==> src/rtl/mdu_ctrl.sv <==
// Iterative RV64M multiply/divide unit: shift-add multiply, restoring divide, RV corner cases.
// Latency: N+1 cycles from accept to result (N = 64, or 32 for W ops); 1 cycle for divide-by-zero/overflow.
// Backpressure: result held in DONE until res_ready_i; stall_o freezes upstream while busy; flush_i aborts.
//
// Ports:
//   clk, rst_n        rising-edge clock, asynchronous active-low reset
//   mdu_info_i[9:0]   {REMU,REM,DIVU,DIV,MULHU,MULHSU,MULH,MUL,WOP,VALID}
//   op1_i, op2_i      rs1 / rs2 operand values
//   flush_i           kills the in-flight operation
//   res_ready_i       downstream accepts the result
//   stall_o           holds IF/ID/EX while the unit is occupied
//   res_valid_o/res_o result handshake and value
module mdu_ctrl (
    input  logic        clk,
    input  logic        rst_n,
    input  logic [9:0]  mdu_info_i,
    input  logic [63:0] op1_i,
    input  logic [63:0] op2_i,
    input  logic        flush_i,
    input  logic        res_ready_i,
    output logic        stall_o,
    output logic        res_valid_o,
    output logic [63:0] res_o
);

    typedef enum logic [1:0] {
        IDLE = 2'd0,
        CALC = 2'd1,
        DONE = 2'd2
    } state_t;

    // ------------------------------------------------------------------
    // State
    // ------------------------------------------------------------------
    state_t         state_q, state_d;
    logic [7:0]     op_q,    op_d;     // {remu,rem,divu,div,mulhu,mulhsu,mulh,mul}
    logic           wop_q,   wop_d;
    logic           sgn_q,   sgn_d;    // product / quotient sign
    logic           rsgn_q,  rsgn_d;   // remainder sign (follows dividend)
    logic [6:0]     cnt_q,   cnt_d;
    logic [127:0]   acc_q,   acc_d;    // mul: {partial hi, multiplier}; div: {remainder, dividend/quotient}
    logic [63:0]    opnd_q,  opnd_d;   // mul: multiplicand magnitude; div: divisor magnitude
    logic [63:0]    res_q,   res_d;

    // ------------------------------------------------------------------
    // Input decode and operand preparation (only meaningful in IDLE)
    // ------------------------------------------------------------------
    logic        in_vld;
    logic        in_wop;
    logic        in_mul;
    logic        in_div;
    logic        in_quo;       // DIV/DIVU select the quotient
    logic        op1_signed;
    logic        op2_signed;
    logic        ext_signed;   // W ops: DIVUW/REMUW zero-extend, everything else sign-extends
    logic [63:0] a_ext;
    logic [63:0] b_ext;
    logic        s1;
    logic        s2;
    logic [63:0] mag_a;
    logic [63:0] mag_b;
    logic        div_zero;
    logic        div_ovf;
    logic [63:0] sp_res;
    logic [63:0] sp_fmt;

    always_comb begin
        in_vld     = mdu_info_i[0];
        in_wop     = mdu_info_i[1];
        in_mul     = |mdu_info_i[5:2];
        in_div     = |mdu_info_i[9:6];
        in_quo     = mdu_info_i[6] | mdu_info_i[7];
        op1_signed = mdu_info_i[2] | mdu_info_i[3] | mdu_info_i[4] | mdu_info_i[6] | mdu_info_i[8];
        op2_signed = mdu_info_i[2] | mdu_info_i[3] | mdu_info_i[6] | mdu_info_i[8];
        ext_signed = ~(mdu_info_i[7] | mdu_info_i[9]);

        if (in_wop) begin
            a_ext = ext_signed ? {{32{op1_i[31]}}, op1_i[31:0]} : {32'b0, op1_i[31:0]};
            b_ext = ext_signed ? {{32{op2_i[31]}}, op2_i[31:0]} : {32'b0, op2_i[31:0]};
        end else begin
            a_ext = op1_i;
            b_ext = op2_i;
        end

        s1    = op1_signed & a_ext[63];
        s2    = op2_signed & b_ext[63];
        // The most negative value negates to 2^63, which still fits unsigned.
        mag_a = s1 ? (64'd0 - a_ext) : a_ext;
        mag_b = s2 ? (64'd0 - b_ext) : b_ext;

        div_zero = in_div & (b_ext == 64'd0);
        // a_ext is already sign-extended for W ops, so the 32-bit minimum shows up as 0xFFFFFFFF80000000.
        div_ovf  = (mdu_info_i[6] | mdu_info_i[8])
                 & (in_wop ? (a_ext == 64'hFFFF_FFFF_8000_0000) : (a_ext == 64'h8000_0000_0000_0000))
                 & (b_ext == 64'hFFFF_FFFF_FFFF_FFFF);

        if (div_zero) begin
            sp_res = in_quo ? 64'hFFFF_FFFF_FFFF_FFFF : a_ext;
        end else begin
            sp_res = in_quo ? a_ext : 64'd0;
        end
        sp_fmt = in_wop ? {{32{sp_res[31]}}, sp_res[31:0]} : sp_res;
    end

    // ------------------------------------------------------------------
    // One iteration step and final result formatting
    // ------------------------------------------------------------------
    logic [64:0]  mul_sum;
    logic [127:0] mul_nxt;
    logic [64:0]  div_sh;
    logic [63:0]  div_diff;
    logic [127:0] div_nxt;
    logic [127:0] acc_step;
    logic [127:0] prod;
    logic [127:0] prod_s;
    logic [63:0]  quo_s;
    logic [63:0]  rem_s;
    logic [63:0]  raw_res;
    logic [63:0]  fin_res;

    always_comb begin
        // Shift-add: add the multiplicand into the high half when the current
        // multiplier bit (acc[0]) is set, then shift the whole pair right.
        mul_sum = {1'b0, acc_q[127:64]} + (acc_q[0] ? {1'b0, opnd_q} : 65'd0);
        mul_nxt = {mul_sum, acc_q[63:1]};

        // Restoring divide: shift {rem, quo} left, subtract when it fits.
        div_sh   = {acc_q[127:64], acc_q[63]};
        div_diff = div_sh[63:0] - opnd_q;
        if (div_sh >= {1'b0, opnd_q}) begin
            div_nxt = {div_diff, acc_q[62:0], 1'b1};
        end else begin
            div_nxt = {div_sh[63:0], acc_q[62:0], 1'b0};
        end

        acc_step = (|op_q[3:0]) ? mul_nxt : div_nxt;

        // After 32 iterations the product sits 32 bits above its final position.
        prod   = wop_q ? {32'b0, acc_step[127:32]} : acc_step;
        prod_s = sgn_q ? (128'd0 - prod) : prod;
        quo_s  = sgn_q ? (64'd0 - acc_step[63:0]) : acc_step[63:0];
        rem_s  = rsgn_q ? (64'd0 - acc_step[127:64]) : acc_step[127:64];

        if (op_q[0]) begin
            raw_res = prod_s[63:0];
        end else if (|op_q[3:1]) begin
            raw_res = prod_s[127:64];
        end else if (|op_q[5:4]) begin
            raw_res = quo_s;
        end else if (|op_q[7:6]) begin
            raw_res = rem_s;
        end else begin
            raw_res = 64'd0;
        end
        fin_res = wop_q ? {{32{raw_res[31]}}, raw_res[31:0]} : raw_res;
    end

    // ------------------------------------------------------------------
    // Next-state logic
    // ------------------------------------------------------------------
    always_comb begin
        state_d = state_q;
        op_d    = op_q;
        wop_d   = wop_q;
        sgn_d   = sgn_q;
        rsgn_d  = rsgn_q;
        cnt_d   = cnt_q;
        acc_d   = acc_q;
        opnd_d  = opnd_q;
        res_d   = res_q;

        unique case (state_q)
            IDLE: begin
                if (in_vld && !flush_i) begin
                    op_d   = mdu_info_i[9:2];
                    wop_d  = in_wop;
                    sgn_d  = s1 ^ s2;
                    rsgn_d = s1;
                    if (div_zero || div_ovf) begin
                        res_d   = sp_fmt;
                        state_d = DONE;
                    end else begin
                        cnt_d   = in_wop ? 7'd32 : 7'd64;
                        state_d = CALC;
                        if (in_mul) begin
                            acc_d  = {64'd0, mag_b};
                            opnd_d = mag_a;
                        end else begin
                            // W dividends are pre-aligned to the top so 32 steps consume them.
                            acc_d  = {64'd0, in_wop ? {mag_a[31:0], 32'd0} : mag_a};
                            opnd_d = mag_b;
                        end
                    end
                end
            end
            CALC: begin
                if (flush_i) begin
                    state_d = IDLE;
                end else begin
                    acc_d = acc_step;
                    cnt_d = cnt_q - 7'd1;
                    if (cnt_q == 7'd1) begin
                        res_d   = fin_res;
                        state_d = DONE;
                    end
                end
            end
            DONE: begin
                if (flush_i || res_ready_i) begin
                    state_d = IDLE;
                end
            end
            default: begin
                state_d = IDLE;
            end
        endcase
    end

    always_ff @(posedge clk or negedge rst_n) begin
        if (!rst_n) begin
            state_q <= IDLE;
            op_q    <= 8'd0;
            wop_q   <= 1'b0;
            sgn_q   <= 1'b0;
            rsgn_q  <= 1'b0;
            cnt_q   <= 7'd0;
            acc_q   <= 128'd0;
            opnd_q  <= 64'd0;
            res_q   <= 64'd0;
        end else begin
            state_q <= state_d;
            op_q    <= op_d;
            wop_q   <= wop_d;
            sgn_q   <= sgn_d;
            rsgn_q  <= rsgn_d;
            cnt_q   <= cnt_d;
            acc_q   <= acc_d;
            opnd_q  <= opnd_d;
            res_q   <= res_d;
        end
    end

    // ------------------------------------------------------------------
    // Outputs
    // ------------------------------------------------------------------
    assign res_valid_o = (state_q == DONE);
    assign res_o       = res_q;
    assign stall_o     = ((state_q == IDLE) & in_vld & ~flush_i)
                       | (state_q == CALC)
                       | ((state_q == DONE) & ~res_ready_i);

endmodule

==> config.mk <==
export PLATFORM = sky130hd
export DESIGN_NAME = mdu_ctrl
export DESIGN_NICKNAME = d
export VERILOG_FILES = /design/src/rtl/mdu_ctrl.sv
export SDC_FILE = /design/constraint.sdc
export NUM_CORES = 2
export LEC_CHECK = 0
export ABC_CLOCK_PERIOD_IN_PS = 12700
export BUFFER_PORTS_ARGS = -buffer_cell sky130_fd_sc_hd__buf_4
export CORE_MARGIN = 2
export CORE_UTILIZATION = 30
export DETAILED_ROUTE_END_ITERATION = 10
export PLACE_DENSITY_LB_ADDON = 0.05
export SYNTH_ARGS = -nofsm -noshare
export SYNTH_HDL_FRONTEND = slang
export SYNTH_SLANG_ARGS = --single-unit
==> constraint.sdc <==
create_clock -name clk -period 12.7 [get_ports clk]
set_clock_uncertainty 0.15 [all_clocks]
set_input_delay 0.635 -clock clk [delete_from_list [all_inputs] [get_ports clk]]
set_output_delay 0.635 -clock clk [all_outputs]
set_load 0.05 [all_outputs]
==> flow_summary.toml <==
[timing]
fin_crit_ps = 9940
relSlewSlack = 0.0481
finalMaxSlewViolations = 0
fmax_mhz = 101
worstMarginPinSlew_ps = 1420
setup-tns-final_ps = 0
grt_setup_unrepaired = "false"
setup_viol = 0
setup_slack_ps = 2760
hold_viol = 0
period_share = 0.783

[clocking]
ctsResizeCount = 0
post-cts-setup-buffer-count = 0
path_clk_slew_ps = 60
cts_sinks = 276
clock_path_buffers = 3
cts_tree = "built"
cts_buffers = 42
clkLatencyLatePin_ps = 660
hold_buffers = 1
htree_levels = 2
cts_root_buffer = "clkbuf_16"

[floorplan]
die_h_um = 369
start_util = 0.303
core_area_sq_um = 132000
rows = 133
die-area_sq_um = 136000
die_x_um = 369
boundaryPins = 208

[critical_path]
critical_path.most_common_cell = "nand3_1"
worstPathMaxFanout = 25
critPathLaunchType = "register"
crit_buf_inv = 2
arrival_ps = 10380
cp_top_family = "simple AND/OR/NAND/NOR gates"
crit_required_ps = 13140
end_kind = "register"
max_stage_delay_ps = 890
path_class = "reg2reg"
crit_slowest_cell = "nor3_1"

[cells_and_area]
layout_common_cells = "698 x nand2_1, 552 x o21ai_0, 506 x a21oi_1"
drive_above_1_share = 0.107
fin_cells = 7520
areaGrowthSynthToFinish_pct = 12.0
mostFrequentLayoutCell = "nand2_1"
fin_nets = 6011

[placement]
placed_cells = 7440
portBuffers = 207
dp_hpwl_um = 228000
gp_congestion = 1.04
dp_slack_ps = 3350

[grt]
grt_start_max_net_pins = 171
antenna_found_initial = 19
grt_pass1_wl_um = 394000
grt_pass1_vias = 46400
grt_use_total = 0.410
grt-ovfl-total = 0

[worst_hold_path]
min_path_type = "in2reg"

[pwr]
p_leak_nw = 17.4
power_w = 0.0165
vdd_drop_max_mv = 0.137
p_per_area_nw_per_um2 = 368

[synth]
postSynthCellCount = 5772
syn-num-nets = 6052
synth-main-ff-cell = "dfrtp_1"
ys_async_sr_fraction = 1.00
synth_area_sq_um = 39900
synth_edf_count = 0
ys_seq_area_frac = 0.173
ys_seq_elements = 276
yosysUniqueCellTypes = 119
avgSynthCellArea_sq_um = 6.92
ys.warnings.count = 0

[drt]
postRouteAntennaNets = 0
drcViolationCount = 0
viasPerCell = 6.58
post_drt_wl_per_cell_um = 38.3
first_iter_violations = 6321
wl_um = 288000
firstDrtPassIters = 9
vias = 49500

[job]
cap_violations = 0

[run_status]
status = "finished clean"
[cell usage after synthesis (all sizes together), types with 66 or more instances]
master  count  share of area
nor3      168          0.021
nand2     698          0.066
a21oi     512          0.065
o21ai     602          0.076
and2       99          0.016
clkbuf    324          0.031
nand3     151          0.019
a211oi     93          0.018
xnor2     186          0.041
o31ai      71          0.014
mux2i     136          0.034
a21o       66          0.012
or3        71          0.011
xor2      172          0.038
dfrtp     276           0.17
o211ai    119          0.023
a31oi      91          0.014
inv       129          0.012
nor2      510          0.048
buf       132          0.017
ha        136          0.043
nand4     125          0.020
[metrics by stage]
step	hold WS, ps	utilization	area, sq um
4_1_cts	89.4	0.339	44700
3_5_place_dp	328	0.328	43300
2_1_floorplan	189	-	39900
3_3_place_gp	315	0.328	43300
6_report	97.3	0.339	44700
5_1_grt	104	0.339	44700
[power by group]
part	internal, W	leakage [nW]	switching [W]	total (W)
combinational	0.00356	13.2	0.00972	0.0133
sequential	0.00126	3.48	0.000625	0.00189
clock	0.000767	0.690	0.000532	0.00130
[registers in the layout (all words and copies together) (netlist names)]
name     flops
acc_q      128
opnd_q      64
res_o       64
op_q         8
cnt_q        7
state_q      2
rsgn_q       1
sgn_q        1
wop_q        1
[final timing paths]
| check | start | end | slack [ps] | cells after the start |
|---|---|---|---|---|
| setup / recovery | acc_q[97] | res_o[58] | 2760 | 25 |
| hold / removal | mdu_info_i[5] | op_q[3] | 100 | 2 |
| setup reg to reg | acc_q[97] | res_o[58] | 2760 | 25 |
| hold reg to reg | res_o[22] | res_o[22] | 340 | 2 |
| max in group asynchronous | rst_n | op_q[0] | 9660 | 4 |
| min in group asynchronous | rst_n | cnt_q[0] | 390 | 2 |
[cells by family after synthesis]
kind of cell / count (synthesis) / share of synthesized area
simple gates: 2129 / 0.256
compound gates: 2107 / 0.343
buf+inv: 586 / 0.0596
xor+xnor: 358 / 0.0785
flops: 276 / 0.173
mux: 167 / 0.0440
fa+ha+maj: 149 / 0.0464
[layout make-up]
type                            instances  area (sq um)
Timing Repair Buffer                  371          2850
Clock inverter                         15           265
Clock buffer                           58          1170
Multi-Input combinational cell       4910         30800
Sequential cell                       276          6920
Antenna cell                            5          12.5
Inverter                              130           490
Tap cell                             1755          2200
Fill cell                           14500         87100
[routing by layer]
metal / vias up / part of all wire / track usage
li1: 21400 / - / -
met5: - / 0.00016 / 0
met2: 2899 / 0.43 / 0.630
met1: 24500 / 0.40 / 0.515
met4: 8 / 0.083 / 0.281
met3: 685 / 0.083 / 0.0816
No activity file was read; power rests on OpenSTA's default activity.
